--- src/rtl/wt_time_keeper.sv ---
// wt_time_keeper: 12-hour BCD watch time base with AM/PM flag,
// prescaled one-second tick and two-button time setting.
module wt_time_keeper #(
  parameter int TICK_DIV = 1000,
  parameter int PRESC_W  = 10
) (
  input  logic       CLK,
  input  logic       RESETN,
  input  logic       BTN_MODE,
  input  logic       BTN_UP,
  output logic [7:0] DEC_H10,
  output logic [7:0] DEC_H1,
  output logic [7:0] DEC_M10,
  output logic [7:0] DEC_M1,
  output logic [7:0] DEC_S10,
  output logic [7:0] DEC_S1,
  output logic [7:0] AP_DATA,
  output logic       SEC_TICK,
  output logic [1:0] SET_MODE
);

  typedef enum logic [1:0] {
    RUN   = 2'b00,
    SET_H = 2'b01,
    SET_M = 2'b10
  } mode_t;

  localparam logic [PRESC_W-1:0] PRESC_LAST =
    PRESC_W'(TICK_DIV - 1);

  mode_t              mode_q, mode_d;
  logic [PRESC_W-1:0] presc_q, presc_d;
  logic               h10_q, h10_d;
  logic [3:0]         h1_q, h1_d;
  logic [2:0]         m10_q, m10_d;
  logic [3:0]         m1_q, m1_d;
  logic [2:0]         s10_q, s10_d;
  logic [3:0]         s1_q, s1_d;
  logic               pm_q, pm_d;
  logic               tick_q, tick;
  logic               mode_hq, up_hq;
  logic               mode_e, up_e;
  logic               sec_wrap, min_wrap;
  logic               inc_min, inc_hr;

  always_ff @(posedge CLK) begin
    if (!RESETN) begin
      mode_q  <= RUN;
      presc_q <= '0;
      h10_q   <= 1'b1;
      h1_q    <= 4'd2;
      m10_q   <= '0;
      m1_q    <= '0;
      s10_q   <= '0;
      s1_q    <= '0;
      pm_q    <= 1'b0;
      tick_q  <= 1'b0;
      mode_hq <= 1'b0;
      up_hq   <= 1'b0;
    end else begin
      mode_q  <= mode_d;
      presc_q <= presc_d;
      h10_q   <= h10_d;
      h1_q    <= h1_d;
      m10_q   <= m10_d;
      m1_q    <= m1_d;
      s10_q   <= s10_d;
      s1_q    <= s1_d;
      pm_q    <= pm_d;
      tick_q  <= tick;
      mode_hq <= BTN_MODE;
      up_hq   <= BTN_UP;
    end
  end

  always_comb begin
    mode_e   = BTN_MODE & ~mode_hq;
    // a simultaneous mode press swallows the up press
    up_e     = BTN_UP & ~up_hq & ~mode_e;
    tick     = (mode_q == RUN) && (presc_q == PRESC_LAST);
    sec_wrap = (s10_q == 3'd5) && (s1_q == 4'd9);
    min_wrap = (m10_q == 3'd5) && (m1_q == 4'd9);
    inc_min  = (tick && sec_wrap)
             || ((mode_q == SET_M) && up_e);
    inc_hr   = (tick && sec_wrap && min_wrap)
             || ((mode_q == SET_H) && up_e);

    mode_d  = mode_q;
    presc_d = '0;
    h10_d   = h10_q;
    h1_d    = h1_q;
    m10_d   = m10_q;
    m1_d    = m1_q;
    s10_d   = s10_q;
    s1_d    = s1_q;
    pm_d    = pm_q;

    if ((mode_q == RUN) && !tick)
      presc_d = presc_q + PRESC_W'(1);

    if (tick) begin
      if (s1_q == 4'd9) begin
        s1_d  = '0;
        s10_d = sec_wrap ? 3'd0 : s10_q + 3'd1;
      end else begin
        s1_d = s1_q + 4'd1;
      end
    end

    if (inc_min) begin
      if (m1_q == 4'd9) begin
        m1_d  = '0;
        m10_d = min_wrap ? 3'd0 : m10_q + 3'd1;
      end else begin
        m1_d = m1_q + 4'd1;
      end
    end

    if (inc_hr) begin
      unique case (1'b1)
        h10_q && (h1_q == 4'd2): begin
          h10_d = 1'b0;
          h1_d  = 4'd1;
        end
        h10_q && (h1_q == 4'd1): begin
          h1_d = 4'd2;
          pm_d = ~pm_q;
        end
        !h10_q && (h1_q == 4'd9): begin
          h10_d = 1'b1;
          h1_d  = '0;
        end
        default: h1_d = h1_q + 4'd1;
      endcase
    end

    if (mode_e) begin
      unique case (mode_q)
        RUN:     mode_d = SET_H;
        SET_H:   mode_d = SET_M;
        SET_M: begin
          mode_d = RUN;
          s10_d  = '0;
          s1_d   = '0;
        end
        default: mode_d = RUN;
      endcase
    end
  end

  assign DEC_H10  = 8'h30 + {7'd0, h10_q};
  assign DEC_H1   = 8'h30 + {4'd0, h1_q};
  assign DEC_M10  = 8'h30 + {5'd0, m10_q};
  assign DEC_M1   = 8'h30 + {4'd0, m1_q};
  assign DEC_S10  = 8'h30 + {5'd0, s10_q};
  assign DEC_S1   = 8'h30 + {4'd0, s1_q};
  assign AP_DATA  = pm_q ? 8'h50 : 8'h41;
  assign SEC_TICK = tick_q;
  assign SET_MODE = mode_q;

endmodule

--- config.mk ---
export PLATFORM = sky130hd
export DESIGN_NAME = wt_time_keeper
export DESIGN_NICKNAME = d
export VERILOG_FILES = /design/src/rtl/wt_time_keeper.sv
export SDC_FILE = /design/constraint.sdc
export NUM_CORES = 1
export LEC_CHECK = 0
export CAP_MARGIN = 20
export CORE_MARGIN = 1
export CORE_UTILIZATION = 35
export DETAILED_ROUTE_END_ITERATION = 10
export DONT_BUFFER_PORTS = 1
export PLACE_DENSITY = 0.54
export SETUP_SLACK_MARGIN = 0.3
export SLEW_MARGIN = 0
export SYNTH_ARGS = -nofsm -noshare
export SYNTH_HDL_FRONTEND = slang
export SYNTH_SLANG_ARGS = --single-unit
--- constraint.sdc ---
create_clock -name CLK -period 2.6 [get_ports CLK]
set_clock_uncertainty 0.05 [all_clocks]
set_input_delay 0.39 -clock CLK [delete_from_list [all_inputs] [get_ports CLK]]
set_output_delay 0.39 -clock CLK [all_outputs]
set_load 0.05 [all_outputs]
After elaboration in Yosys (flattened, before gate mapping). Cells that the tools add are included.

Input bits: 4. Bits in registers: 35. ROM bits: 0. Output and inout bits: 59. Bits in latches: 0. Memory bits (writable): 0. Memories kept: 0.

Shift operators: 0. Order comparisons: 0. Mux-type cells: 15. Eq/ne operators: 10. Bitwise gates (word level): 7. $mul: 0. Div/mod/pow operators: 0. Reductions and logical operators: 21. Add/sub/neg operators: 12.

Operator list (number): 6-bit by 4-bit adder with 7-bit output, first input constant (3); 4-bit two-way mux (5); 3-bit two-way mux (6); 6-bit by 3-bit adder with 7-bit output, first input constant (2); 4-bit by 1-bit adder with 4-bit output, second input constant (3); 4-bit equality test, second input constant (3); 4-bit case mux with 3 select lines (1); 1-bit logical AND (11); 10-bit by 1-bit adder with 10-bit output, second input constant (1); 10-bit equality test, second input constant (1); 2-bit AND reduction (4); 6-bit by 1-bit adder with 7-bit output, first input constant (1); 3-bit by 1-bit adder with 3-bit output, second input constant (2); 3-bit equality test, second input constant (2); 5-bit two-way mux (1); 4-bit by 1-bit equality test with 1-bit output, second input constant (1); 4-bit by 2-bit equality test with 1-bit output, second input constant (1); 1-bit inverter (4); 2-bit case mux with 2 select lines (1); 1-bit AND (3); 2-bit by 1-bit equality test with 1-bit output, second input constant (1); 2-bit equality test, second input constant (1); 1-bit logical NOT (2); 2-bit logical NOT (1); 3 further kinds (4).

Longest topological paths before layout. Gate-level depths: netlist of run 1.

Depth after elaboration: 7. Mapped depth: 7.

Worst setup path before layout of run 1. OpenSTA, ideal clock, no wires.

Path type: flip-flop to flip-flop. Start point: register mode_q[0], in the netlist SET_MODE[0]. End point: register h1_q[2]. Slack: 237 ps. Stages on the path, launching flop included: 6. Clock period less this slack: 2363 ps. Arrival: 2244 ps. Buffers on the path: 0. Path through: dfxtp_1 -> or2_1 -> or4_4 -> o31a_4 -> or4b_1 -> o21ai_1.

Word-level cells in the longest chain between the ends: 5. Elaborated cells between the ends (all ways): 7. Those cells by class: eq/ne (1); reduce/logical (6).

Ends and longest elaborated chain: from (decl) (RTL line 31) `mode_t mode_q, mode_d;`; from (signal assigned) (RTL line 61) `mode_q <= mode_d;`; 2-bit logical NOT (RTL line 80) `tick = (mode_q == RUN) && (presc_q == PRESC_LAST);`; 1-bit logical AND (RTL line 80); 1-bit logical AND (2 in series) (RTL line 85) `inc_hr = (tick && sec_wrap && min_wrap)`; 1-bit logical OR (*) (RTL line 86) `|| ((mode_q == SET_H) && up_e);`; to (signal assigned) (RTL line 51) `h1_q <= 4'd2;`; to (signal assigned) (RTL line 64) `h1_q <= h1_d;`; to (decl) (RTL line 34) `logic [3:0] h1_q, h1_d;`.

Every way passes the cells marked *; elsewhere a longest branch is shown, timed or not. A chain may end at the register's enable or synchronous reset.

Worst setup path in the final report of run 1.
Start point: register presc_q[0]. End point: register h1_q[2].

Word-level cells in the longest chain between the ends: 5.

Ends and longest elaborated chain: from (decl) (RTL line 32) `logic [PRESC_W-1:0] presc_q, presc_d;`; from (signal assigned) (RTL line 62) `presc_q <= presc_d;`; 10-bit equality test (RTL line 80); 1-bit logical AND (RTL line 80); 1-bit logical AND (2 in series) (RTL line 85); 1-bit logical OR (RTL line 86).

Every way passes these cells.

==> impl_metrics.json, run 1 <==
{
  "outcome": "finished clean",
  "worstHoldEndpoint": "h10_q$_SDFFE_PN1P_",
  "wl_per_cell_um": 11.3,
  "setup_tns_ns": 0,
  "start_util_pct": 37.3,
  "drtPass1Iterations": 4,
  "yosysTopAreaCellShare_pct": 33.3,
  "n_antenna_cell": 0,
  "mean_syn_cell_area_um2": 8.49,
  "place.detailed.instances": 333,
  "timing.final.hold_violations": 0,
  "holdWs_ns": 0.142,
  "port_buffers": 0,
  "clk_pin_slew_ns": 0.07,
  "startpoint_of_the_most_critical_hold_path": "RESETN",
  "synth_edf_count": 0,
  "ant_nets": 0,
  "fraction_of_final_layout_cells_with_drive_strength_greater_than_1_pct": 16.9,
  "final_design_area_no_fill_um2": 2310,
  "netlist_area_um2": 2100,
  "routed_wirelength_um": 3890,
  "via_density": 4.66,
  "worstRegToRegCells": 6,
  "ios": 63,
  "num-nets-final": 283,
  "r2r-end": "h1_q[2]$_SDFFE_PN0P_",
  "final.fill_count": 578,
  "tritoncts": "yes",
  "power.density_cell_area_nw_per_um2": 507,
  "die-width_um": 79.5,
  "seqCellArea_um2": 711,
  "worstPathArrival_ns": 2.46,
  "initial_antenna_violation_count": 0,
  "mostFrequentLayoutCell": "sky130_fd_sc_hd__conb_1",
  "fin_util_pct": 41.0,
  "finalNonFillerCells": 344,
  "clockBufferDepth": 2,
  "placed_cell_area_um2": 2160,
  "cts_max_level": 2,
  "cts_root_buffer": "sky130_fd_sc_hd__clkbuf_8",
  "startpoint_type": "flop",
  "timing.critical_path.from": "presc_q[0]$_SDFF_PN0_",
  "maxClockFrequency_mhz": 436,
  "detail_route.drc_violations": 0,
  "hold_path_class": "input pin to flop",
  "total_leakage_power_nw": 1.02,
  "coreArea_um2": 5640,
  "cap_violations": 0,
  "grt_max_degree": 22,
  "worst-slew-pin-transition_ns": 0.691,
  "global_route.overflow_total": 0,
  "area_delta_synth_final_pct": 9.93,
  "cts.sinks": 35,
  "synth.top_cells.by_area": "sky130_fd_sc_hd__dfxtp_1, sky130_fd_sc_hd__buf_4, sky130_fd_sc_hd__ha_1",
  "rows": 27,
  "peakVddDrop_mv": 0.254,
  "fin_crit_ns": 2.29,
  "cp-end-kind": "flop",
  "dieArea_um2": 6330,
  "initialDrtViolationCount": 62,
  "grt_setup_unrepaired": "yes",
  "grt.total_usage_pct": 13.3,
  "cts_buffers": 5,
  "synthDominantAreaCellType": "sky130_fd_sc_hd__dfxtp_1",
  "fp.dieH_um": 79.5,
  "synth_async_sr_flop_share_pct": 0,
  "first_global_vias": 1462,
  "syn_inst": 248,
  "r2r_setup_slack_ns": 0.31,
  "synthDistinctLibCells": 52,
  "yosys_warnings": 0,
  "ys_seq_area_share_pct": 33.3,
  "relative_slew_slack_pct": 53.9,
  "post-dp-hpwl_um": 2910,
  "synth-seq-cells": 35,
  "hold-path-cell-count": 1,
  "finalSetupViolCount": 0,
  "path_max_fanout": 8,
  "criticalPathCategory": "flop to flop",
  "worst_r2r_startpoint": "presc_q[0]$_SDFF_PN0_",
  "worst_skew_pair_latency_ns": 0.28,
  "grt_first_pass_wirelength_um": 6580,
  "timing.final.crit_share_pct": 88.2,
  "ys.flop_type": "sky130_fd_sc_hd__dfxtp_1",
  "detailroute.via_count": 1602,
  "worstPathRequired_ns": 2.76,
  "gp_congestion": 0.817,
  "multi_input_area_um2": 1190,
  "final_max_slew_viol_count": 0,
  "mostFrequentLayoutCells": "sky130_fd_sc_hd__conb_1, sky130_fd_sc_hd__dfxtp_1, sky130_fd_sc_hd__nor2_1, sky130_fd_sc_hd__nand2_1, sky130_fd_sc_hd__buf_4"
}
-- cells in the mapped netlist (2+ instances only) --
master and number:
sky130_fd_sc_hd__a211oi_1 3, sky130_fd_sc_hd__a21oi_1 8, sky130_fd_sc_hd__and2_1 3, sky130_fd_sc_hd__and3_1 2, sky130_fd_sc_hd__buf_4 37, sky130_fd_sc_hd__clkbuf_1 3, sky130_fd_sc_hd__conb_1 2, sky130_fd_sc_hd__dfxtp_1 35
sky130_fd_sc_hd__ha_1 8, sky130_fd_sc_hd__inv_1 11, sky130_fd_sc_hd__mux2i_1 6, sky130_fd_sc_hd__nand2_1 24, sky130_fd_sc_hd__nand2b_1 8, sky130_fd_sc_hd__nand3_1 8, sky130_fd_sc_hd__nand3b_1 3, sky130_fd_sc_hd__nand4_1 2
sky130_fd_sc_hd__nor2_1 25, sky130_fd_sc_hd__nor2b_1 3, sky130_fd_sc_hd__nor4_1 3, sky130_fd_sc_hd__o2111ai_1 2, sky130_fd_sc_hd__o211ai_1 3, sky130_fd_sc_hd__o21ai_0 6, sky130_fd_sc_hd__o21ai_1 2, sky130_fd_sc_hd__o22ai_1 2
sky130_fd_sc_hd__or3_1 3, sky130_fd_sc_hd__xnor2_1 5, sky130_fd_sc_hd__xor2_1 6
-- registers in the layout, summed over array words and instances (netlist names) --
signal    cells
SET_MODE      2
m10_q         3
h10_q         1
SEC_TICK      1
mode_hq       1
pm_q          1
presc_q      10
m1_q          4
s1_q          4
s10_q         3
up_hq         1
h1_q          4
-- per-stage QoR --
stage	worst slack, ns	total power [W]
finish	0.306	0.00117
global route	0.205	0.00123
CTS	0.298	0.00118
detailed placement	0.221	0.000747
global placement	0.285	0.000746
floorplan	0.301	0.000775
-- cell type report --
cell class              instances  area share [%]
inverters                      11            1.78
clock buffers                   8            4.33
multi-input cells             194            51.5
repair buffers                 24            7.79
well taps                      72            3.89
flip-flops and latches         35            30.7
-- how the worst max path moves through the flow --
| stage | end | slack [ns] |
|---|---|---|
| 6_report | h1_q[2]$_SDFFE_PN0P_ | 0.31 |
| 5_1_grt | h1_q[2]$_SDFFE_PN0P_ | 0.20 |
| 4_1_cts | h1_q[2]$_SDFFE_PN0P_ | 0.30 |
| 3_5_place_dp | h1_q[2]$_SDFFE_PN0P_ | 0.22 |
| 3_3_place_gp | h1_q[2]$_SDFFE_PN0P_ | 0.28 |
| 2_1_floorplan | h1_q[2]$_SDFFE_PN0P_ | 0.30 |
-- kinds of logic after synthesis --
logic type | Yosys count | share of synthesized area (%)
AOI/OAI and AO/OA | 35 | 11.6
xor gates and xnor gates | 11 | 4.58
adders and majority gates | 8 | 4.76
buffers and inverters | 52 | 17.2
DFF | 35 | 33.3
muxes | 6 | 2.85
other | 2 | 0.357
and+or+nand+nor | 99 | 25.3
-- worst max-delay path: stages, from the launching register on --
cell and delay (ns):
sky130_fd_sc_hd__dfxtp_4 0.37, sky130_fd_sc_hd__ha_4 0.15, sky130_fd_sc_hd__nand4b_4 0.12, sky130_fd_sc_hd__or4_4 0.60, sky130_fd_sc_hd__o31a_4 0.33, sky130_fd_sc_hd__or4b_1 0.47, sky130_fd_sc_hd__o21ai_1 0.13
-- power breakdown --
part	internal [W]	leakage, nW	switching [W]	total, W
sequential	0.000547	0.285	0.00000788	0.000555
clock	0.000242	0.0515	0.000187	0.000429
combinational	0.0000292	0.682	0.000161	0.000190
total	0.000818	1.02	0.000355	0.00117
-- routing by layer --
metal  vias up  GRT usage [%]  part of all wire, %
li1        822              -                    -
met1       732           16.0                   47
met2        43           21.9                   45
met3         5           4.00                  5.9
met4         0           5.45                  1.8
met5         -              0                    0
-- what timing repair did --
item	4_1_cts	5_1_grt
setup endpoints to repair	1	3
hold buffers	0	0
gates resized for setup	3	4
gates cloned	0	0
buffers inserted	0	3
pin swaps	0	5
(Power assumes the default switching activity.)
==> run 2, diff against run 1 <==
Settings changed: ABC_AREA set to 1.
==> run 2 against run 1 <==
  * Combinational power fell by 10%
  * Die area shrank 2.6%
  * Sequential share of layout area is 1.6 points higher
  * Synthesized cell count up 15%
  * Critical path depth rose by 3
  * Sequential cell count unchanged
  * First-iteration DRC count shrank 15%
  * Largest cell class unchanged
==> impl_metrics.json, run 2 <==
{
  "outcome": "finished clean",
  "total_leakage_power_nw": 0.984,
  "timing.final.crit_share_pct": 70.9,
  "clk_pin_slew_ns": 0.07,
  "post_synth_most_frequent_cells": "sky130_fd_sc_hd__nand2_1, sky130_fd_sc_hd__buf_4, sky130_fd_sc_hd__dfxtp_1, sky130_fd_sc_hd__inv_1, sky130_fd_sc_hd__nor2_1",
  "num-nets-final": 311,
  "critical_path_s_most_frequent_cell": "sky130_fd_sc_hd__nand2_1",
  "cap_violations": 0,
  "worstPathArrival_ns": 2.02,
  "port_buffers": 0,
  "cp-end-kind": "flop",
  "fin_crit_ns": 1.84,
  "max_ffs_per_register": 10,
  "largest_register": "presc_q",
  "post-dp-hpwl_um": 2820,
  "gp_congestion": 0.774,
  "ys.flop_type": "sky130_fd_sc_hd__dfxtp_1",
  "netlist_area_um2": 2050,
  "global_route.overflow_total": 0,
  "worst_skew_pair_latency_ns": 0.28,
  "seqCellArea_um2": 701,
  "syn_inst": 284,
  "synth_async_sr_flop_share_pct": 0,
  "mean_syn_cell_area_um2": 7.21,
  "hold_buffers": 0,
  "synth-seq-cells": 35,
  "via_density": 4.37,
  "cts_buffers": 5,
  "crit_path_leading_delay_family": "flip-flops",
  "ios": 63,
  "multi_input_area_um2": 1040,
  "postLayoutSetupSlackWorst_ns": 0.756,
  "post-synth-top-count-cell": "sky130_fd_sc_hd__nand2_1",
  "yosys_warnings": 0,
  "drtPass1Iterations": 4,
  "criticalPathCategory": "flop to flop",
  "place.detailed.instances": 364,
  "detail_route.drc_violations": 0,
  "timing.final.hold_violations": 0,
  "critPathMaxStageDelay_ns": 0.73,
  "grt.total_usage_pct": 13.7,
  "rows": 27,
  "ant_nets": 0,
  "start_util_pct": 36.7,
  "timing.critical_path.buf_inv": 2,
  "routed_wirelength_um": 3750,
  "share_seq_of_total_power_pct": 48.0,
  "finalSetupViolCount": 0,
  "fp.dieH_um": 78.5,
  "share_of_total_power_in_the_clock_network_pct": 37.5,
  "initialDrtViolationCount": 53,
  "grt_first_pass_wirelength_um": 6680,
  "setup_tns_ns": 0,
  "startpoint_type": "flop",
  "relative_slew_slack_pct": 56.8,
  "clockBufferDepth": 2,
  "maxClockFrequency_mhz": 542,
  "fraction_of_final_layout_cells_with_drive_strength_greater_than_1_pct": 11.3,
  "sw_frac_of_total_pct": 31.5,
  "cts_max_level": 2,
  "critPathSlowestCell": "sky130_fd_sc_hd__dfxtp_1",
  "worstPathRequired_ns": 2.77,
  "ys_seq_area_share_pct": 34.2,
  "finalNonFillerCells": 372,
  "synth_edf_count": 0,
  "wl_per_cell_um": 10.1,
  "tritoncts": "yes",
  "final.fill_count": 611,
  "worst-slew-pin-transition_ns": 0.647,
  "postCtsSetupBuffers": 0,
  "holdWs_ns": 0.144,
  "dieArea_um2": 6160,
  "mostFrequentLayoutCell": "sky130_fd_sc_hd__nand2_1",
  "mostFrequentLayoutCells": "sky130_fd_sc_hd__nand2_1, sky130_fd_sc_hd__dfxtp_1, sky130_fd_sc_hd__inv_1, sky130_fd_sc_hd__conb_1, sky130_fd_sc_hd__nor2_1",
  "synthDistinctLibCells": 29,
  "power.total_w": 0.00118,
  "power.density_cell_area_nw_per_um2": 542,
  "hold_path_class": "input pin to flop",
  "cp_cell_sequence": "nor2_1 > inv_1 > nor2_2 > buf_4 > nand2_1 > nand2_2 > nand2_1 > nand2_1 > a21oi_1",
  "yosysTopAreaCellShare_pct": 34.2,
  "initial_antenna_violation_count": 0,
  "power.switching_w": 0.000370,
  "synth.top_cells.by_area": "sky130_fd_sc_hd__dfxtp_1, sky130_fd_sc_hd__buf_4, sky130_fd_sc_hd__nand2_1",
  "power_report.internal_total_w": 0.000807,
  "first_global_vias": 1550,
  "detailedPlace.worstSlack_ns": 0.774,
  "cts_root_buffer": "sky130_fd_sc_hd__clkbuf_8",
  "path_max_fanout": 12,
  "grt_setup_unrepaired": "no",
  "cts_resized": 0,
  "synthDominantAreaCellType": "sky130_fd_sc_hd__dfxtp_1",
  "grt_max_degree": 14,
  "final_max_slew_viol_count": 0,
  "combinational_fraction_of_design_power_pct": 14.5,
  "area_delta_synth_final_pct": 5.99,
  "n_antenna_cell": 0,
  "detailroute.via_count": 1625,
  "peakVddDrop_mv": 0.261,
  "cts.sinks": 35,
  "die-width_um": 78.5,
  "coreArea_um2": 5570
}
-- run 2: cell types whose count changed in the layout (fill, tap and decap cells not counted), sizes merged, moves of 4 or more --
cell / previous run / this run
nor3: 1 / 6
a21oi: 8 / 21
xor2: 6 / 2
buf: 24 / 15
nand2b: 8 / 0
nand2: 24 / 49
inv: 11 / 35
nor2: 25 / 34
mux2i: 6 / 0
nand3: 9 / 27
-- run 2: logic make-up after synthesis --
logic type | after synthesis | share of synthesized area (%)
AOI/OAI and AO/OA | 36 | 9.41
other | 2 | 0.367
and+or+nand+nor | 124 | 28.2
DFF | 35 | 34.2
adders and majority gates | 8 | 4.89
buffers and inverters | 75 | 21.3
xor gates and xnor gates | 4 | 1.71
-- run 2: final timing paths --
check                          endpoint  slack (ns)                     start  cells past startpoint
setup / recovery  m10_q[2]$_SDFFE_PN0P_        0.76  SET_MODE[1]$_SDFFE_PN0P_                      9
hold / removal       mode_hq$_SDFF_PN0_        0.14                  BTN_MODE                      2
setup reg to reg  m10_q[2]$_SDFFE_PN0P_        0.76  SET_MODE[1]$_SDFFE_PN0P_                      9
hold reg to reg   presc_q[0]$_SDFF_PN0_        0.40     presc_q[0]$_SDFF_PN0_                      1
-- run 2: cell type report --
type / count / area share [%]
flip-flops and latches: 35 / 32.3
repair buffers: 15 / 5.19
multi-input cells: 207 / 47.7
inverters: 35 / 6.05
well taps: 72 / 4.15
clock buffers: 8 / 4.61
-- run 2: through the flow --
stage	utilization, %	cell area [um2]
after CTS	38.9	2170
after detailed placement	37.1	2070
after floorplan	-	2170
final	38.9	2170
after global placement	37.1	2070
after global routing	38.9	2170
-- run 2: worst register-to-register path: stages (launching register included) --
cell and delay (ns):
sky130_fd_sc_hd__dfxtp_1 0.73, sky130_fd_sc_hd__nor2_1 0.13, sky130_fd_sc_hd__inv_1 0.13, sky130_fd_sc_hd__nor2_2 0.05, sky130_fd_sc_hd__buf_4 0.17, sky130_fd_sc_hd__nand2_1 0.10
sky130_fd_sc_hd__nand2_2 0.15, sky130_fd_sc_hd__nand2_1 0.12, sky130_fd_sc_hd__nand2_1 0.05, sky130_fd_sc_hd__a21oi_1 0.11
-- run 2: power by group through the flow --
stage | registers [W] | logic (W) | clock network, W
after global routing | 0.000567 | 0.000185 | 0.000480
after global placement | 0.000578 | 0.000170 | 0
after CTS | 0.000565 | 0.000170 | 0.000457
after detailed placement | 0.000578 | 0.000170 | 0
after floorplan | 0.000580 | 0.000198 | 0
final | 0.000565 | 0.000171 | 0.000441
-- run 2: per-layer routing --
layer | track usage (%) | vias up | share of wire [%] | routed length (um)
li1 | - | 869 | - | -
met1 | 16.5 | 701 | 48 | 1800
met2 | 22.2 | 51 | 44 | 1640
met3 | 5.35 | 4 | 7.3 | 274
met4 | 4.26 | 0 | 0.75 | 28
met5 | 0 | - | 0 | 0
==> run 3, diff against run 2 <==
Clock period 2.6 ns to 1.8 ns, I/O delays scaled along.
==> run 3 against run 2 <==
  * Setup slack got worse by 0.53 ns
  * Routed wire length up 6.1%
  * Clock power up 22%
  * Count of clock-buffer cells in the layout fell by 1
  * Design area increased by 13%
  * Largest cell class unchanged
==> impl_metrics.json, run 3 (synthesis results as in run 2) <==
{
  "grt_max_degree": 14,
  "critical_path_s_most_frequent_cell": "sky130_fd_sc_hd__nor2_4",
  "hold-path-cell-count": 2,
  "worst_skew_pair_latency_ns": 0.29,
  "timing.final.crit_share_pct": 87.4,
  "detail_route.drc_violations": 0,
  "cp_cell_sequence": "ha_4 > nand2_4 > nor2_4 > nand3_2 > nor2_4 > buf_6 > nand4_1 > o21ai_1 > nor2_1",
  "port_buffers": 0,
  "gp_congestion": 0.782,
  "routed_wirelength_um": 3980,
  "fin_crit_ns": 1.57,
  "mostFrequentLayoutCells": "sky130_fd_sc_hd__nand2_1, sky130_fd_sc_hd__inv_1, sky130_fd_sc_hd__conb_1, sky130_fd_sc_hd__buf_4, sky130_fd_sc_hd__nor2_1",
  "grt_setup_unrepaired": "yes",
  "sw_frac_of_total_pct": 32.8,
  "fp.dieH_um": 78.5,
  "cts_max_level": 2,
  "fraction_of_final_layout_cells_with_drive_strength_greater_than_1_pct": 27.6,
  "ant_nets": 0,
  "num-nets-final": 327,
  "rows": 27,
  "critPathSlowestCell": "sky130_fd_sc_hd__dfxtp_2",
  "grt_first_pass_wirelength_um": 6720,
  "first_global_vias": 1583,
  "start_util_pct": 36.7,
  "max_ffs_per_register": 10,
  "ios": 63,
  "finalSetupViolCount": 0,
  "total_leakage_power_nw": 1.14,
  "wl_per_cell_um": 10.3,
  "tritoncts": "yes",
  "worstRegToRegCells": 9,
  "timing.critical_path.buf_inv": 1,
  "detailroute.via_count": 1729,
  "power.switching_w": 0.000533,
  "crit_cells": 9,
  "hold_buffers": 0,
  "cap_violations": 0,
  "peakVddDrop_mv": 0.335,
  "cts_buffers": 5,
  "initial_antenna_violation_count": 0,
  "share_seq_of_total_power_pct": 49.1,
  "global_route.overflow_total": 0,
  "timing.final.hold_violations": 0,
  "power_report.internal_total_w": 0.00109,
  "clk_pin_slew_ns": 0.07,
  "hold_path_class": "input pin to flop",
  "cts_root_buffer": "sky130_fd_sc_hd__clkbuf_8",
  "share_of_total_power_in_the_clock_network_pct": 33.1,
  "combinational_fraction_of_design_power_pct": 17.7,
  "via_density": 4.47,
  "path_max_fanout": 7,
  "setup_tns_ns": 0,
  "worstPathArrival_ns": 1.71,
  "area_delta_synth_final_pct": 19.6,
  "worstPathRequired_ns": 1.94,
  "crit_path_leading_delay_family": "simple AND/OR/NAND/NOR gates",
  "outcome": "finished clean",
  "die-width_um": 78.5,
  "startpoint_type": "flop",
  "dieArea_um2": 6160,
  "cts.sinks": 35,
  "criticalPathCategory": "flop to flop",
  "grt.total_usage_pct": 13.9,
  "maxClockFrequency_mhz": 635,
  "power.total_w": 0.00162,
  "critPathMaxStageDelay_ns": 0.36,
  "drtPass1Iterations": 4,
  "clockBufferDepth": 2,
  "post-dp-hpwl_um": 2880,
  "largest_register": "presc_q",
  "n_antenna_cell": 0,
  "power.density_cell_area_nw_per_um2": 663,
  "final_max_slew_viol_count": 0,
  "initialDrtViolationCount": 83,
  "coreArea_um2": 5570,
  "cp-end-kind": "flop",
  "mostFrequentLayoutCell": "sky130_fd_sc_hd__nand2_1"
}
## run 3: cell count changes in the layout (fill, tap and decap cells not counted), sizes merged
cell	delta
buf	+14
clkbuf	-1
nand2	+2
## run 3: path summary, 6_finish.rpt
kind	from	endpoint	slack [ns]
worst min register to register	presc_q[0]$_SDFF_PN0_	presc_q[0]$_SDFF_PN0_	0.39
worst max register to register	presc_q[1]$_SDFF_PN0_	s1_q[3]$_SDFF_PN0_	0.23
worst max-delay path	presc_q[1]$_SDFF_PN0_	s1_q[3]$_SDFF_PN0_	0.23
worst min-delay path	BTN_MODE	mode_hq$_SDFF_PN0_	0.03
## run 3: layer usage
| layer | up-vias | global-route usage [%] | wire length [um] |
|---|---|---|---|
| li1 | 901 | - | - |
| met1 | 773 | 15.7 | 1800 |
| met2 | 48 | 23.0 | 1830 |
| met3 | 7 | 5.47 | 272 |
| met4 | 0 | 5.74 | 72 |
| met5 | - | 0 | 0 |
## run 3: through the flow
stage / utilization (%) / instance area [um2] / cells / hold WS, ns / setup slack [ns]
finish: 44.0 / 2450 / 387 / 0.0275 / 0.226
global route: 44.0 / 2450 / 387 / 0.0109 / 0.107
CTS: 41.9 / 2330 / 383 / 0.0178 / 0.246
detailed placement: 39.4 / 2200 / 372 / 0.319 / 0.104
global placement: 39.4 / 2200 / 372 / 0.314 / 0.188
floorplan: - / 2240 / 317 / 0.313 / 0.301
## run 3: timing repair
action	CTS	global route
pin swaps	6	14
resized for setup	8	21
gates cloned	1	1
endpoints found under the setup margin	22	23
buffers inserted	3	3
## run 3: cell type report
cell class	count	area (um2)
inverter	35	131
clock buffer	7	76.3
tap	72	90.1
timing repair buffer	29	234
fill	589	3120
sequential	35	742
multi-input combinational	209	1180
## run 3: power groups by stage
stage	Clock (W)	Sequential (W)	Combinational, W
final	0.000538	0.000798	0.000288
after global routing	0.000607	0.000799	0.000310
after CTS	0.000561	0.000797	0.000277
after detailed placement	0	0.000815	0.000274
after global placement	0	0.000815	0.000271
after floorplan	0	0.000835	0.000287
==> RTL edit 1, RTL diff (settings of run 1) <==
`TICK_DIV`: 1000 -> 500.
--- a/src/rtl/wt_time_keeper.sv
+++ b/src/rtl/wt_time_keeper.sv
@@ -3,3 +3,3 @@
 module wt_time_keeper #(
-  parameter int TICK_DIV = 1000,
+  parameter int TICK_DIV = 500,
   parameter int PRESC_W  = 10
Check against the original RTL: no difference found for any inputs over 10 cycles, from zero or initial values and one cycle with RESETN low; that may be too few to reach the edited logic, so the function may still have changed.
==> RTL edit 1 against run 1 <==
  * Synthesized cell count shrank 3.2%
  * Wire length fell by 2.8%
  * Sequential power decreased by 0.7%
  * Sequential cell count stayed put
  * Critical path type unchanged
  * Fmax increased by 7.7%
  * Synthesized area is 3.3% lower
  * Largest cell class unchanged
  * Setup slack better by 0.16 ns
  * Power grew 13%
  * Cell area down 2.5%
  * Largest power group is now clock
==> RTL edit 1: results (changes against run 1) <==
| Metric | Value |
|---|---|
| Status | finished clean |
| Placed Cells | 324 (-2.7%) |
| Layout cells sized above 1 | 13.8% (-3.1 points) |
| Synth top area cells | dfxtp_1 (34%), buf_4 (14%), ha_1 (4.9%) |
| Largest net degree at the start of global routing | 19 (-14%) |
| WL/cell | 11.4 um (+0.44%) |
| Hold worst-path end | h10_q |
| DRT Wirelength | 3790 um (-2.8%) |
| Total GRT Usage | 13.2% (-0.11 points) |
| Max clock buf depth | 2 (unchanged) |
| Vias in the first global route | 1400 (-4.2%) |
| CP max FO | 12 (+4) |
| Least-Margin Pin Slew | 0.685 ns (-0.00591 ns) |
| Final Net Count | 272 (-3.9%) |
| M2 GR Usage | 20.9% (-1.0 points) |
| Hold Path Cell Cnt | 1 (unchanged) |
| Routability cong. | 0.771 (-5.6%) |
| Sequential-to-total area share from yosys stat | 34.4% (+1.1 points) |
| First-pass GRT wire length | 6380 um (-3.0%) |
| Fillers | 587 (+1.6%) |
| CP Data Arrival Time | 2.30 ns (-0.16 ns) |
| Final hold slack | 0.147 ns (+0.00435 ns) |
| Reg2reg end | pm_q |
| H-tree levels | 2 (unchanged) |
| Max VDD drop | 250 uV (-1.5%) |
| Netlist cell types | 46 (-12%) |
| Synth top cells by count | buf_4 (37), dfxtp_1 (35), nor2_1 (24) |
| Met3 Use GR | 4.65% (+0.65 points) |
| DR vias/cell | 4.57 (-1.9%) |
| Post-DP HPWL | 2790 um (-4.1%) |
| First-pass DRT Iterations | 6 (+2) |
| Leak Pwr | 1.00 nW (-1.5%) |
| R2R setup slack | 0.47 ns (+0.16 ns) |
| Met1 usage | 16.5% (+0.56 points) |
| Worst slack, placed | 0.431 ns (+0.209 ns) |
| Starting DRT DRC Count | 89 (+44%) |
-- RTL edit 1: logic make-up after synthesis --
| group | Yosys count | share of synthesized area, % |
|---|---|---|
| XOR/XNOR | 11 | 4.74 |
| multiplexers | 6 | 2.95 |
| other | 2 | 0.369 |
| AND/OR/NAND/NOR | 90 | 24.5 |
| buffers and inverters | 52 | 16.5 |
| adder cells (fa/ha/maj) | 8 | 4.92 |
| AO/OA/AOI/OAI | 36 | 11.5 |
| flip-flops | 35 | 34.4 |
-- RTL edit 1: layout make-up --
class                           count  area, um^2  share of cell area (%)
Clock buffer                        5        68.8                    3.05
Clock inverter                      3        67.6                    3.00
Inverter                           11        41.3                    1.83
Multi-Input combinational cell    186        1130                    50.1
Sequential cell                    35         701                    31.1
Tap cell                           72        90.1                    3.99
Timing Repair Buffer               21         158                    6.99
-- RTL edit 1: worst max path at each step --
stage / end / slack [ns] / start / depth (start not counted)
final: pm_q / 0.47 / presc_q[0] / 6
after global placement: pm_q / 0.49 / presc_q[0] / 6
after global routing: pm_q / 0.31 / presc_q[0] / 6
after CTS: pm_q / 0.42 / presc_q[0] / 6
after floorplan: h1_q[2] / 0.46 / h1_q[0] / 6
after detailed placement: pm_q / 0.43 / presc_q[0] / 6
-- RTL edit 1: per-layer routing --
metal,routed length [um],up-vias
met5,0,-
met4,15,0
met3,227,2
met2,1660,45
met1,1880,687
li1,-,788
-- RTL edit 1: what timing repair did --
action	4_1_cts	5_1_grt
gates resized for setup	0	2
hold buffers	0	0
endpoints found under the setup margin	0	1
buffers inserted	0	1
-- RTL edit 1: power breakdown --
group	internal [W]	total [W]	switching, W
Clock	0.000382	0.000587	0.000204
Combinational	0.0000250	0.000185	0.000160
Sequential	0.000545	0.000551	0.00000583
-- RTL edit 1: critical path, stage by stage, from the launching register on --
cell and delay (ns):
dfxtp_1 0.36, ha_1 0.25, nor4b_4 0.28, nand4_2 0.19, o31a_4 0.45, or3_1 0.35, a21oi_1 0.14
-- RTL edit 1: through the flow --
stage	instance area (um^2)	power, W
floorplan	2160	0.000774
global placement	2100	0.000746
detailed placement	2100	0.000747
CTS	2240	0.00134
global route	2260	0.00138
finish	2260	0.00132
==> RTL edit 2, RTL diff (config.mk and constraints of run 1) <==
Made on the original files. Register the output `DEC_H1`, cleared by the reset; this adds one clock of latency there. The other outputs are not delayed to match.
--- a/src/rtl/wt_time_keeper.sv
+++ b/src/rtl/wt_time_keeper.sv
@@ -151,3 +151,9 @@
   assign DEC_H10  = 8'h30 + {7'd0, h10_q};
-  assign DEC_H1   = 8'h30 + {4'd0, h1_q};
+  always_ff @(posedge CLK) begin
+    if (!RESETN) begin
+      DEC_H1 <= '0;
+    end else begin
+      DEC_H1 <= 8'h30 + {4'd0, h1_q};
+    end
+  end
   assign DEC_M10  = 8'h30 + {5'd0, m10_q};
Function: changed (Yosys sat finds a counterexample within 4 cycles, from zero or initial values and one cycle with RESETN low).
==> RTL edit 2 against run 1 <==
  * Setup slack improved by 0.14 ns
  * First-iteration DRC count fell by 16%
  * Core utilization decreased by 2.3 points
  * Synthesized cell count grew 0.40%
  * Sequential cell count grew 5
  * Wire length decreased by 4.5%
  * Sequential share of layout area grew 4.2 points
  * Critical path depth did not move
  * Global-route usage is 0.82 points lower
  * Cell area decreased by 0.92%
  * Synthesized area increased by 2.0%
  * Fmax is 6.5% higher
  * Die area up 1.9%
  * Power up 6.0%
  * Critical path type unchanged
==> RTL edit 2: results (changes against run 1) <==
| Metric | Value |
|---|---|
| Least-Margin Pin Slew | 0.927 ns (+0.236 ns) |
| Regs by FF count | presc_q x10, DEC_H1 x5 |
| Mux cell area share after synthesis | 2.33% (-0.52 points) |
| Largest net degree at the start of global routing | 21 (-4.5%) |
| Fillers | 626 (+8.3%) |
| Max VDD drop | 250 uV (-1.3%) |
| Netlist cell types | 44 (-15%) |
| WL/cell | 10.9 um (-3.6%) |
| Final Net Count | 277 (-2.1%) |
| Layout cells sized above 1 | 12.4% (-4.5 points) |
| CP required | 2.78 ns (+0.02 ns) |
| Leak Pwr | 0.990 nW (-2.9%) |
| First-pass GRT wire length | 6060 um (-8.0%) |
| Post-DP HPWL | 2760 um (-5.4%) |
| Total GRT Usage | 12.5% (-0.82 points) |
| Port Buffers | 0 (unchanged) |
| Sequential-to-total area share from yosys stat | 37.3% (+4.0 points) |
| Routability cong. | 0.774 (-5.4%) |
| Clock latency on the worst-skew pair | 0.29 ns |
| Layout area overhead | 6.82% |
| Status | finished clean |
| Vias in the first global route | 1320 (-9.7%) |
| CP max FO | 9 (+1) |
| Synth top area cells | dfxtp_1 (37%), buf_4 (13%), ha_1 (4.7%) |
| Vias | 1562 (-2.5%) |
| Synth Area in Compound Gates | 10.2% (-1.4 points) |
-- RTL edit 2: changes by cell type after synthesis, sizes merged, moves of 3 or more --
cell,before,now
nor4,3,0
dfxtp,35,40
nand2b,8,4
o21ai,8,5
o211ai,3,0
a21oi,8,12
and2,3,9
-- RTL edit 2: layout make-up --
type / count / share of cell area (%)
multi-input combinational: 189 / 49.2
sequential: 40 / 34.9
timing repair buffer: 18 / 5.90
tap: 75 / 4.09
clock buffer: 6 / 3.60
inverter: 11 / 1.80
clock inverter: 2 / 0.437
-- RTL edit 2: power by group --
part	leakage, nW	switching, W	total, W	internal [W]
registers	0.324	0.0000197	0.000644	0.000624
logic	0.614	0.000146	0.000170	0.0000243
clock network	0.0510	0.000217	0.000429	0.000212
-- RTL edit 2: routing by layer --
| metal | vias to the layer above | track usage [%] | part of all wire (%) |
|---|---|---|---|
| li1 | 799 | - | - |
| met1 | 712 | 15.0 | 48 |
| met2 | 46 | 19.3 | 44 |
| met3 | 5 | 5.23 | 7.0 |
| met4 | 0 | 5.36 | 1.5 |
| met5 | - | 0 | 0 |
-- RTL edit 2: cell families (layout without fill, tap and decap cells) --
family,count (synthesis),in the layout
simple gates,101,101
compound gates,31,31
flops,40,40
xor+xnor,11,11
fa+ha+maj,8,8
other cells,2,33
buf+inv,51,37
mux,5,5
-- RTL edit 2: stage by stage --
| stage | setup WS, ns | cells | util (%) | instance area (um^2) | total power, W |
|---|---|---|---|---|---|
| 2_1_floorplan | 0.491 | 280 | - | 2260 | 0.000856 |
| 3_3_place_gp | 0.417 | 333 | 37.1 | 2200 | 0.000828 |
| 5_1_grt | 0.338 | 341 | 38.7 | 2290 | 0.00130 |
| 4_1_cts | 0.314 | 341 | 38.7 | 2290 | 0.00126 |
| 3_5_place_dp | 0.339 | 333 | 37.1 | 2200 | 0.000829 |
| 6_report | 0.446 | 341 | 38.7 | 2290 | 0.00124 |
-- RTL edit 2: worst paths after layout --
kind	from	end	slack (ns)	cells after the start
min	RESETN	DEC_H1[4]	0.07	0
min reg2reg	presc_q[0]	presc_q[0]	0.42	1
max reg2reg	presc_q[0]	s10_q[2]	0.45	6
max	presc_q[0]	s10_q[2]	0.45	6
-- RTL edit 2: repair_timing --
action | CTS | global route
gates resized for setup | 0 | 1
endpoints found under the setup margin | 0 | 1
hold endpoints to repair | 0 | 0
-- RTL edit 2: worst max-delay path, stage by stage, from the launching register on --
cell and delay, ns:
dfxtp_1 0.38, ha_1 0.23, and4bb_1 0.23, and4b_2 0.36
nand3_1 0.20, or3b_2 0.50, a21oi_1 0.14
